===== config.mk =====
export PLATFORM = sky130hd
export DESIGN_NAME = editor_campos_rtc
export DESIGN_NICKNAME = d
export VERILOG_FILES = /design/src/rtl/rtc_campos_pkg.sv /design/src/rtl/boton_autorepeat.sv /design/src/rtl/editor_campos_rtc.sv
export SDC_FILE = /design/constraint.sdc
export NUM_CORES = 1
export LEC_CHECK = 0
export CAP_MARGIN = 20
export CORE_ASPECT_RATIO = 1.5
export CORE_MARGIN = 5
export CORE_UTILIZATION = 52
export DETAILED_ROUTE_END_ITERATION = 8
export GPL_ROUTABILITY_DRIVEN = 1
export PLACE_DENSITY_LB_ADDON = 0.05
export SLEW_MARGIN = 20
export SYNTH_ARGS = -nofsm -noshare
export SYNTH_HDL_FRONTEND = slang
export SYNTH_SLANG_ARGS = --single-unit

===== constraint.sdc =====
create_clock -name clk -period 9.35 [get_ports clk]
set_input_delay 1.87 -clock clk [delete_from_list [all_inputs] [get_ports clk]]
set_output_delay 1.87 -clock clk [all_outputs]
set_load 0.01 [all_outputs]

===== src/rtl/rtc_campos_pkg.sv =====
// ---------------------------------------------------------------------------
// rtc_campos_pkg
// Shared definitions for the RTC field editor:
//   - field index constants and per-field min/max tables
//   - autorepeat state encoding
//   - BCD <-> binary helpers, calendar day limit, 12h output formatting
// ---------------------------------------------------------------------------
package rtc_campos_pkg;

    localparam int F_SEG    = 0;
    localparam int F_MIN    = 1;
    localparam int F_HORA   = 2;
    localparam int F_DAY    = 3;
    localparam int F_MONTH  = 4;
    localparam int F_YEAR   = 5;
    localparam int F_SEG_T  = 6;
    localparam int F_MIN_T  = 7;
    localparam int F_HORA_T = 8;
    localparam int N_TABLE  = 9;

    // Timer fields share the limits of their clock counterparts.
    // The day maximum here is only a fallback; the real one comes from the calendar.
    localparam logic [6:0] FIELD_MIN [N_TABLE] = '{
        F_SEG: 7'd0, F_MIN: 7'd0, F_HORA: 7'd0, F_DAY: 7'd1, F_MONTH: 7'd1,
        F_YEAR: 7'd0, F_SEG_T: 7'd0, F_MIN_T: 7'd0, F_HORA_T: 7'd0
    };
    localparam logic [6:0] FIELD_MAX [N_TABLE] = '{
        F_SEG: 7'd59, F_MIN: 7'd59, F_HORA: 7'd23, F_DAY: 7'd31, F_MONTH: 7'd12,
        F_YEAR: 7'd99, F_SEG_T: 7'd59, F_MIN_T: 7'd59, F_HORA_T: 7'd23
    };

    typedef enum logic [1:0] {
        AR_IDLE,
        AR_HOLD,
        AR_REPEAT
    } ar_state_t;

    // 8-bit result so malformed BCD (tens digit above 9) still converts
    // without wrapping; the caller clamps it into range afterwards.
    function automatic logic [7:0] bcd2bin(input logic [7:0] bcd);
        return ({4'b0000, bcd[7:4]} * 8'd10) + {4'b0000, bcd[3:0]};
    endfunction

    function automatic logic [7:0] bin2bcd(input logic [6:0] bin);
        return {4'(bin / 7'd10), 4'(bin % 7'd10)};
    endfunction

    function automatic logic [6:0] days_in_month(input logic [7:0] month_bcd,
                                                 input logic [7:0] year_bcd);
        logic [6:0] days;
        logic       leap;
        leap = ((bcd2bin(year_bcd) % 8'd4) == 8'd0);
        case (month_bcd)
            8'h01, 8'h03, 8'h05, 8'h07, 8'h08, 8'h10, 8'h12: days = 7'd31;
            8'h04, 8'h06, 8'h09, 8'h11:                      days = 7'd30;
            8'h02:                                           days = leap ? 7'd29 : 7'd28;
            default:                                         days = 7'd31;
        endcase
        return days;
    endfunction

    function automatic logic is_hour_field(input int idx);
        return (idx == F_HORA) || (idx == F_HORA_T);
    endfunction

    function automatic logic [6:0] field_lo(input int idx, input logic h12);
        logic [6:0] lo;
        lo = 7'd0;
        if (idx >= 0 && idx < N_TABLE) begin
            lo = FIELD_MIN[idx[3:0]];
        end
        if (h12) begin
            lo = 7'd1;
        end
        return lo;
    endfunction

    // Fields beyond the table behave as plain 0..99 counters.
    function automatic logic [6:0] field_hi(input int idx, input logic h12,
                                            input logic [6:0] dim);
        logic [6:0] hi;
        hi = 7'd99;
        if (idx >= 0 && idx < N_TABLE) begin
            hi = FIELD_MAX[idx[3:0]];
        end
        if (h12) begin
            hi = 7'd12;
        end
        if (idx == F_DAY) begin
            hi = dim;
        end
        return hi;
    endfunction

    // 12h hours carry the 12h flag in bit 6 and PM in bit 5; the tens
    // digit of 1..12 never exceeds 1, so only one bit of it is kept.
    function automatic logic [7:0] fmt_bcd(input logic [6:0] bin, input logic pm,
                                           input logic h12);
        logic [7:0] b;
        b = bin2bcd(bin);
        return h12 ? {2'b01, pm, b[4], b[3:0]} : b;
    endfunction

endpackage


===== src/rtl/boton_autorepeat.sv =====
// ---------------------------------------------------------------------------
// boton_autorepeat
// Turns one debounced pushbutton level into step pulses: one on the press,
// another after HOLD_CYC cycles of holding, then one every REPEAT_CYC cycles.
// Ports:
//   clk     in  system clock
//   reset   in  synchronous active-high reset
//   pb      in  button level (debounced, synchronous)
//   inhibit in  other button is pressed; cancels stepping
//   step    out one-cycle step request (combinational)
// ---------------------------------------------------------------------------
module boton_autorepeat
    import rtc_campos_pkg::*;
#(
    parameter int HOLD_CYC   = 50000000,
    parameter int REPEAT_CYC = 10000000
) (
    input  logic clk,
    input  logic reset,
    input  logic pb,
    input  logic inhibit,
    output logic step
);

    localparam int MAX_CYC = (HOLD_CYC > REPEAT_CYC) ? HOLD_CYC : REPEAT_CYC;
    localparam int CNT_W   = $clog2(MAX_CYC + 1);
    localparam logic [CNT_W-1:0] HOLD_LIM = CNT_W'(HOLD_CYC);
    localparam logic [CNT_W-1:0] REP_LIM  = CNT_W'(REPEAT_CYC);
    localparam logic [CNT_W-1:0] CNT_ONE  = CNT_W'(1);

    ar_state_t        state, state_n;
    logic [CNT_W-1:0] cnt, cnt_n;
    logic             pb_q;

    // pb_q also loads during reset so a button held through reset looks
    // already-pressed and cannot fire until it is released and pressed again.
    always_ff @(posedge clk) begin
        if (reset) begin
            state <= AR_IDLE;
            cnt   <= '0;
            pb_q  <= pb;
        end else begin
            state <= state_n;
            cnt   <= cnt_n;
            pb_q  <= pb;
        end
    end

    // Counter holds the number of cycles since the last step, so a step fires
    // exactly HOLD_CYC (then REPEAT_CYC) cycles after the previous one. Inhibit
    // drops back to idle; the still-high pb_q then requires a fresh press.
    always_comb begin
        state_n = state;
        cnt_n   = cnt;
        step    = 1'b0;
        if (!pb || inhibit) begin
            state_n = AR_IDLE;
            cnt_n   = '0;
        end else begin
            case (state)
                AR_IDLE: begin
                    if (!pb_q) begin
                        step    = 1'b1;
                        state_n = AR_HOLD;
                        cnt_n   = CNT_ONE;
                    end
                end
                AR_HOLD: begin
                    if (cnt == HOLD_LIM) begin
                        step    = 1'b1;
                        state_n = AR_REPEAT;
                        cnt_n   = CNT_ONE;
                    end else begin
                        cnt_n = cnt + CNT_ONE;
                    end
                end
                AR_REPEAT: begin
                    if (cnt == REP_LIM) begin
                        step  = 1'b1;
                        cnt_n = CNT_ONE;
                    end else begin
                        cnt_n = cnt + CNT_ONE;
                    end
                end
                default: begin
                    state_n = AR_IDLE;
                    cnt_n   = '0;
                end
            endcase
        end
    end

endmodule


===== src/rtl/editor_campos_rtc.sv =====
// ---------------------------------------------------------------------------
// editor_campos_rtc
// Loads one BCD field of the RTC, steps it up/down from the pushbuttons with
// wrap-around, per-field limits, calendar day limit and 12h/PM handling, and
// presents the edited value in BCD with a write strobe.
// Ports:
//   clk, reset        clock, synchronous active-high reset
//   Num_Ld            one-cycle load request for field sel_LD
//   PB_up, PB_down    step buttons (levels)
//   SF_24_12          hour format: 0 = 24h, 1 = 12h
//   sel_LD            field index to load
//   fields_in         packed BCD fields, field k at [8k+7:8k]
//   Wr_BCD            edited value in BCD
//   wr_stb            one-cycle pulse on every step
//   field_act         index of the field being edited
// ---------------------------------------------------------------------------
module editor_campos_rtc
    import rtc_campos_pkg::*;
#(
    parameter int N_FIELDS   = 9,
    parameter int SEL_W      = 4,
    parameter int HOLD_CYC   = 50000000,
    parameter int REPEAT_CYC = 10000000
) (
    input  logic                  clk,
    input  logic                  reset,
    input  logic                  Num_Ld,
    input  logic                  PB_up,
    input  logic                  PB_down,
    input  logic                  SF_24_12,
    input  logic [SEL_W-1:0]      sel_LD,
    input  logic [8*N_FIELDS-1:0] fields_in,
    output logic [7:0]            Wr_BCD,
    output logic                  wr_stb,
    output logic [SEL_W-1:0]      field_act
);

    localparam logic [SEL_W:0] N_F = (SEL_W + 1)'(N_FIELDS);

    logic [7:0]       field_arr [N_FIELDS];
    logic             step_up, step_down;
    logic             in_range, ld_valid;
    logic [SEL_W-1:0] ld_idx;
    logic [7:0]       ld_field;
    logic [6:0]       dim;

    logic [6:0]       value, value_n;
    logic             pm, pm_n;
    logic [SEL_W-1:0] act_n;
    logic [7:0]       wr_n;
    logic             stb_n;

    int               ld_int, cur_int;
    logic             ld_h12, cur_h12;
    logic [6:0]       ld_lo, ld_hi, cur_lo, cur_hi;
    logic [7:0]       ld_raw;

    for (genvar k = 0; k < N_FIELDS; k++) begin : g_fields
        assign field_arr[k] = fields_in[8*k +: 8];
    end

    boton_autorepeat #(
        .HOLD_CYC   (HOLD_CYC),
        .REPEAT_CYC (REPEAT_CYC)
    ) u_ar_up (
        .clk     (clk),
        .reset   (reset),
        .pb      (PB_up),
        .inhibit (PB_down),
        .step    (step_up)
    );

    boton_autorepeat #(
        .HOLD_CYC   (HOLD_CYC),
        .REPEAT_CYC (REPEAT_CYC)
    ) u_ar_down (
        .clk     (clk),
        .reset   (reset),
        .pb      (PB_down),
        .inhibit (PB_up),
        .step    (step_down)
    );

    // Out-of-range selectors are steered to field 0 so the array read stays
    // in bounds; ld_valid keeps such a load from taking effect.
    assign in_range = ({1'b0, sel_LD} < N_F);
    assign ld_valid = Num_Ld && in_range;
    assign ld_idx   = in_range ? sel_LD : '0;
    assign ld_field = field_arr[ld_idx];
    assign dim      = days_in_month(field_arr[F_MONTH], field_arr[F_YEAR]);

    // Next-state datapath. Load wins over a step; a value that ended up
    // beyond the current maximum (e.g. day 31 after switching to April)
    // wraps to the minimum going up and lands on the maximum going down.
    always_comb begin
        ld_int  = int'(ld_idx);
        cur_int = int'(field_act);
        ld_h12  = is_hour_field(ld_int) && SF_24_12;
        cur_h12 = is_hour_field(cur_int) && SF_24_12;
        ld_lo   = field_lo(ld_int, ld_h12);
        ld_hi   = field_hi(ld_int, ld_h12, dim);
        cur_lo  = field_lo(cur_int, cur_h12);
        cur_hi  = field_hi(cur_int, cur_h12, dim);
        ld_raw  = ld_h12 ? bcd2bin({3'b000, ld_field[4:0]}) : bcd2bin(ld_field);

        value_n = value;
        pm_n    = pm;
        act_n   = field_act;
        wr_n    = Wr_BCD;
        stb_n   = 1'b0;

        if (ld_valid) begin
            if (ld_raw < {1'b0, ld_lo}) begin
                value_n = ld_lo;
            end else if (ld_raw > {1'b0, ld_hi}) begin
                value_n = ld_hi;
            end else begin
                value_n = ld_raw[6:0];
            end
            pm_n  = ld_h12 ? ld_field[5] : 1'b0;
            act_n = ld_idx;
            wr_n  = fmt_bcd(value_n, pm_n, ld_h12);
        end else if (step_up) begin
            if (value >= cur_hi) begin
                value_n = cur_lo;
            end else begin
                value_n = value + 7'd1;
            end
            if (cur_h12 && value == 7'd11) begin
                pm_n = ~pm;
            end
            wr_n  = fmt_bcd(value_n, pm_n, cur_h12);
            stb_n = 1'b1;
        end else if (step_down) begin
            if (value <= cur_lo || value > cur_hi) begin
                value_n = cur_hi;
            end else begin
                value_n = value - 7'd1;
            end
            if (cur_h12 && value == 7'd12) begin
                pm_n = ~pm;
            end
            wr_n  = fmt_bcd(value_n, pm_n, cur_h12);
            stb_n = 1'b1;
        end
    end

    // Edit register, active field and registered outputs.
    always_ff @(posedge clk) begin
        if (reset) begin
            value     <= 7'd0;
            pm        <= 1'b0;
            field_act <= '0;
            Wr_BCD    <= 8'h00;
            wr_stb    <= 1'b0;
        end else begin
            value     <= value_n;
            pm        <= pm_n;
            field_act <= act_n;
            Wr_BCD    <= wr_n;
            wr_stb    <= stb_n;
        end
    end

endmodule


==> results.cfg, run 1 <==
[detailed_routing]
routed_wl_mm = 22.5
firstDrtPassIters = 5
wl_per_cell_um = 16.9
vias_per_cell = 5.99
drc = 0
initialDrtViolationCount = 460
ant_nets = 0
via_count = 7990

[synth]
synth_ff_type = dfxtp_1
netlist_instances = 1035
synth-async-reset-ratio_pct = 0
synth_edf_count = 0
synth_nets = 1156
ys_warn_count = 0
ys_types = 95
synth_seq_cells = 78
syn_area_per_cell_um2 = 7.34
synth_area_mm2 = 0.00759
ys_seq_area_share_pct = 20.6

[die]
initial_core_util_pct = 52.5
dieHeight_um = 158
dieArea_mm2 = 0.0172
die_x_um = 109
coreArea_mm2 = 0.0145
rows = 54
ioPinCount = 95

[clock_tree]
cts_buffers = 9
cts.sinks = 78
clk_latency_ns = 0.34
clk_pin_slew_ns = 0.06
clockRootBuffer = clkbuf_16
cts-htree-levels = 3
clockBufferDepth = 2
cts_tree = yes

[layout]
syn_to_final_growth_pct = 21.4
layout_common_cells = 125 x nor2_1, 97 x nand2_1, 93 x clkdlybuf4s50_1
nets = 1253
antennaDiodeCount = 0
layout-drive-gt1-share_pct = 10.3
stdcell_count = 1333
final_common_cell = nor2_1
fillCellCount = 1387

[setup_path]
cp_max_fo = 19
cp_common_cell = ha_1
critPathKind = primary input to register
critPathCaptureType = register
cp_data_arrival_time_ns = 9.14
crit_path_start_kind = primary input
cp_data_required_time_ns = 9.60
critical-path-slowest-cell = clkdlybuf4s50_1
slowest_delay_ns = 0.51

[global_route]
grt_overflow_total = 0
grtUsageTotal_pct = 26.3
grt_pass1_vias = 7897
antenna_found_initial = 0
grt_max_degree = 25
grt_pass1_wl_mm = 36.8

[sta]
fin_crit_sh_pct = 95.1
tightest_slew_ns = 0.996
fin_worst_skew_ns = 0.00770
fmax_ghz = 0.112
drv_slew = 0
hold_violations = 0
min_period_ns = 8.89
maxSlewHeadroom_pct = 33.2
whs_ns = 0.467
setup_viol = 0
rsz0062_at_grt = false

[place]
place_hpwl_mm = 18.0
numPortBuffers = 94
place_inst = 1310
place_congestion = 0.952

[job]
drv_cap = 0

[hold_path]
min_path_type = register to register

[power_and_ir_drop]
leakage_nw = 3.34
p_per_area_mw_per_mm2 = 233
ir_drop_uv = 245

[status]
status = finished, final reports clean
report_power, final:
group	switching (W)	internal (W)	total, W	leakage, nW
Sequential	0.0000335	0.000353	0.000387	0.633
Clock	0.000138	0.000179	0.000316	0.128
Combinational	0.000794	0.000648	0.00144	2.58
Total	0.000965	0.00118	0.00215	3.34
routing by layer:
layer | up-vias | routed length [um] | track usage (%)
met4 | 0 | 994 | 12.6
met2 | 189 | 12300 | 52.1
met5 | - | 0 | 0
met1 | 3722 | 8550 | 27.1
met3 | 62 | 594 | 2.12
li1 | 4017 | - | -
registers in the layout, summed over array words and instances (netlist names):
| register | cells |
|---|---|
| wr_stb | 1 |
| u_ar_down.state | 2 |
| Wr_BCD | 8 |
| value | 6 |
| pm | 1 |
| u_ar_up.cnt | 26 |
| u_ar_up.state | 2 |
| u_ar_down.pb_q | 1 |
| u_ar_down.cnt | 26 |
| field_act | 4 |
| u_ar_up.pb_q | 1 |
worst max-delay path: cells and delay by family:
| family | cells | cell delay (ns) |
|---|---|---|
| adder cells (fa/ha/maj) | 6 | 1.44 |
| XOR/XNOR | 4 | 0.62 |
| multiplexers | 2 | 0.45 |
| buffers and inverters | 5 | 0.97 |
| AO/OA/AOI/OAI | 15 | 3.22 |
| AND/OR/NAND/NOR | 4 | 0.56 |
final cells by class:
| cell class | count | area, um2 | share of cell area (%) |
|---|---|---|---|
| tap | 196 | 245 | 2.66 |
| inverter | 35 | 131 | 1.43 |
| clock inverter | 6 | 38.8 | 0.421 |
| sequential | 78 | 1560 | 16.9 |
| multi-input combinational | 872 | 5710 | 62.0 |
| timing repair buffer | 136 | 1300 | 14.1 |
| clock buffer | 10 | 229 | 2.48 |
cell families after synthesis:
logic type      count (synthesis)  share of synthesized area (%)
xor+xnor                       61                           7.13
fa+ha+maj                      41                           6.79
mux                            32                           4.84
compound gates                277                           25.3
simple gates                  461                           30.6
flops                          78                           20.6
buf+inv                        85                           4.78
stage by stage:
| step | util (%) | setup slack, ns | setup TNS [ns] | cell area [um2] | total power [W] |
|---|---|---|---|---|---|
| after global routing | 63.7 | 0.0150 | 0 | 9220 | 0.00232 |
| after detailed placement | 61.2 | -0.262 | -0.454 | 8850 | 0.00176 |
| after global placement | 61.2 | -0.0449 | -0.0449 | 8850 | 0.00175 |
| after floorplan | - | 0.175 | 0 | 7590 | 0.00142 |
| after CTS | 63.1 | 0.0645 | 0 | 9120 | 0.00208 |
| final | 63.7 | 0.456 | 0 | 9220 | 0.00215 |
final timing paths:
path	from	endpoint	cells past startpoint	slack, ns
worst min-delay path	Wr_BCD[6]	Wr_BCD[6]	2	0.47
worst min register to register	Wr_BCD[6]	Wr_BCD[6]	2	0.47
worst max register to register	field_act[1]	Wr_BCD[1]	27	2.97
worst max-delay path	sel_LD[1]	Wr_BCD[1]	36	0.46
synth_stat cells (6+ instances only):
library cell | instances | area, um2
xnor2_1 | 26 | 228
or2_2 | 7 | 43.8
nor3b_1 | 6 | 45.0
nor3_1 | 35 | 175
nor2b_1 | 11 | 68.8
and3_1 | 19 | 119
nand2b_1 | 18 | 113
o21ai_0 | 45 | 225
o21a_1 | 14 | 105
nor4_1 | 9 | 56.3
nand4_1 | 19 | 119
and2_1 | 15 | 93.8
inv_1 | 33 | 124
a211oi_1 | 9 | 67.6
nand3_1 | 48 | 240
o21ai_1 | 6 | 30.0
nand2_1 | 97 | 364
buf_2 | 8 | 40.0
dfxtp_1 | 78 | 1560
or3_1 | 15 | 93.8
ha_1 | 38 | 475
mux2i_1 | 24 | 240
a21oi_2 | 6 | 52.6
a21oi_1 | 75 | 375
nor2_1 | 126 | 473
a31oi_1 | 10 | 62.6
clkbuf_1 | 35 | 131
a22oi_1 | 13 | 97.6
o22ai_1 | 23 | 144
xor2_1 | 34 | 298
o211ai_1 | 11 | 82.6
repair_timing:
action | in CTS | in global routing
gates resized for setup | 0 | 14
setup endpoints to repair | 0 | 3
hold buffers | 0 | 0
buffers inserted | 0 | 7
(Power assumes the default switching activity.)
==> run 2, diff against run 1 <==
--- a/config.mk
+++ b/config.mk
@@ -5,13 +5,13 @@
 export SDC_FILE = /design/constraint.sdc
 export NUM_CORES = 1
 export LEC_CHECK = 0
-export CAP_MARGIN = 20
 export CORE_ASPECT_RATIO = 1.5
 export CORE_MARGIN = 5
 export CORE_UTILIZATION = 52
 export DETAILED_ROUTE_END_ITERATION = 8
 export GPL_ROUTABILITY_DRIVEN = 1
 export PLACE_DENSITY_LB_ADDON = 0.05
+export SKIP_LAST_GASP = 1
 export SLEW_MARGIN = 20
 export SYNTH_ARGS = -nofsm -noshare
 export SYNTH_HDL_FRONTEND = slang
==> constraint.sdc (replaced) <==
create_clock -name clk -period 9.35 [get_ports clk]
set_input_delay 1.4025 -clock clk [delete_from_list [all_inputs] [get_ports clk]]
set_output_delay 1.4025 -clock clk [all_outputs]
set_load 0.01 [all_outputs]
==> run 2 against run 1 <==
Effect of this change: sequential share of layout area grew 0.28 points; first-iteration DRC count shrank 15%; combinational power shrank 4%; worst hold slack lost 0.010 ns; power grew 0.41%; cell count shrank 1.7%; die area is the same; clock skew shrank 0.0026 ns; sequential power is essentially flat; global-route usage grew 0.15 points; critical path depth shrank 2; flip-flop and latch count is the same; critical endpoint unchanged.
==> results.cfg, run 2 (synthesized netlist as in run 1, its figures left out) <==
[status]
status = finished, final reports clean

[setup_path]
cp_data_required_time_ns = 9.61
worst_r2r_endpoint = Wr_BCD[1]
cp_common_cell = ha_1
critPathCaptureType = register
rrSetupSlack_ns = 2.75
slowest_delay_ns = 0.63
critical-path-slowest-cell = or4b_1
worstReg2RegStart = field_act[1]
critPathKind = primary input to register
crit_path_start_kind = primary input
cp_data_arrival_time_ns = 9.17
r2r_cells = 27
cp_max_fo = 28

[hold_path]
min_to = Wr_BCD[6]
min_path_type = register to register
worstHoldStart = Wr_BCD[6]
hold_path_depth = 2

[global_route]
grt_max_degree = 29
grt_overflow_total = 0
grt_pass1_vias = 7748
antenna_found_initial = 0
grtUsageTotal_pct = 26.4
grt_pass1_wl_mm = 36.4

[detailed_routing]
wl_per_cell_um = 17.3
vias_per_cell = 6.07
ant_nets = 0
drc = 0
routed_wl_mm = 22.7
initialDrtViolationCount = 393
firstDrtPassIters = 5
via_count = 7950

[sta]
hold_violations = 0
fmax_ghz = 0.112
tightest_slew_ns = 0.985
setup_viol = 0
fin_crit_sh_pct = 95.3
fin_worst_skew_ns = 0.00512
drv_slew = 0
maxSlewHeadroom_pct = 33.9
min_period_ns = 8.91

[power_and_ir_drop]
ir_drop_uv = 185
leakage_nw = 3.24
p_per_area_mw_per_mm2 = 238
power_w = 0.00215

[clock_tree]
clk_pin_slew_ns = 0.06
cts-htree-levels = 3
cts_buffers = 9
clk_latency_ns = 0.34
cts_tree = yes
clockRootBuffer = clkbuf_16
clockBufferDepth = 2
hold_buffers = 0
cts.sinks = 78

[layout]
syn_to_final_growth_pct = 19.4
design_area_mm2 = 0.00907
layout-drive-gt1-share_pct = 7.81
antennaDiodeCount = 0
final_common_cell = nor2_1
fillCellCount = 1416
largestRegisters = u_ar_down.cnt (26), u_ar_up.cnt (26), Wr_BCD (8)
layout_common_cells = 126 x nor2_1, 97 x nand2_1, 94 x clkdlybuf4s50_1
nets = 1230

[job]
drv_cap = 0

[place]
numPortBuffers = 94
post_dp_cell_area_mm2 = 0.00869
place_hpwl_mm = 18.0
place_congestion = 0.922

[die]
initial_core_util_pct = 52.5
rows = 54
dieHeight_um = 158
coreArea_mm2 = 0.0145
ioPinCount = 95
dieArea_mm2 = 0.0172
die_x_um = 109
## run 2: changes by cell type in the layout (fill, tap and decap cells not counted), sizes merged
cell,previous run,this run
buf,42,19
bufinv,0,2
clkbuf,10,11
clkdlybuf4s50,93,94
clkinv,4,1
clkinvlp,2,1
dlymetal6s2s,1,0
inv,35,36
## run 2: how the worst max path moves through the flow
stage | cells after the start | startpoint | end
floorplan | 39 | sel_LD[1] | Wr_BCD[1]
finish | 34 | sel_LD[1] | Wr_BCD[1]
global route | 34 | sel_LD[3] | Wr_BCD[1]
CTS | 35 | sel_LD[0] | Wr_BCD[1]
detailed placement | 35 | sel_LD[0] | Wr_BCD[1]
global placement | 35 | sel_LD[0] | Wr_BCD[1]
## run 2: cell type report
cell class                 count  area, um2  area share, %
clock inverter                 5       81.3          0.897
clock buffer                  11        243           2.68
multi-input combinational    872       5710           63.0
timing repair buffer         113       1100           12.1
tap                          196        245           2.70
inverter                      35        131           1.45
sequential                    78       1560           17.2
## run 2: where the power goes
part           switching, W  total, W  internal, W
Combinational      0.000779   0.00138     0.000603
Sequential        0.0000347  0.000388     0.000353
Clock              0.000143  0.000385     0.000242
Total              0.000957   0.00215      0.00120
## run 2: layer usage
layer,vias up,GRT usage (%),wire length [um]
met5,-,0,0
met4,0,14.2,1040
met3,71,3.26,522
met2,178,52.4,12700
met1,3736,26.0,8470
li1,3965,-,-
## run 2: timing repair
item	CTS	global route
buffers inserted	0	2
endpoints found under the setup margin	0	3
resized for setup	0	9
## run 2: worst max-delay path, delay by kind of cell
family / cells / cell delay, ns
buf+inv: 4 / 0.84
compound gates: 15 / 3.32
xor+xnor: 2 / 0.29
simple gates: 8 / 1.89
fa+ha+maj: 5 / 1.41
## run 2: per-stage QoR
stage | utilization (%) | setup WS (ns) | std cells | setup TNS (ns) | hold WS [ns]
global route | 62.7 | -0.0252 | 1310 | -0.0252 | 0.473
floorplan | - | 0.642 | 1035 | 0 | 0.462
finish | 62.7 | 0.442 | 1310 | 0 | 0.457
detailed placement | 60.1 | -0.0916 | 1292 | -0.119 | 0.454
global placement | 60.1 | 0.102 | 1292 | 0 | 0.448
CTS | 62.3 | 0.241 | 1308 | 0 | 0.460
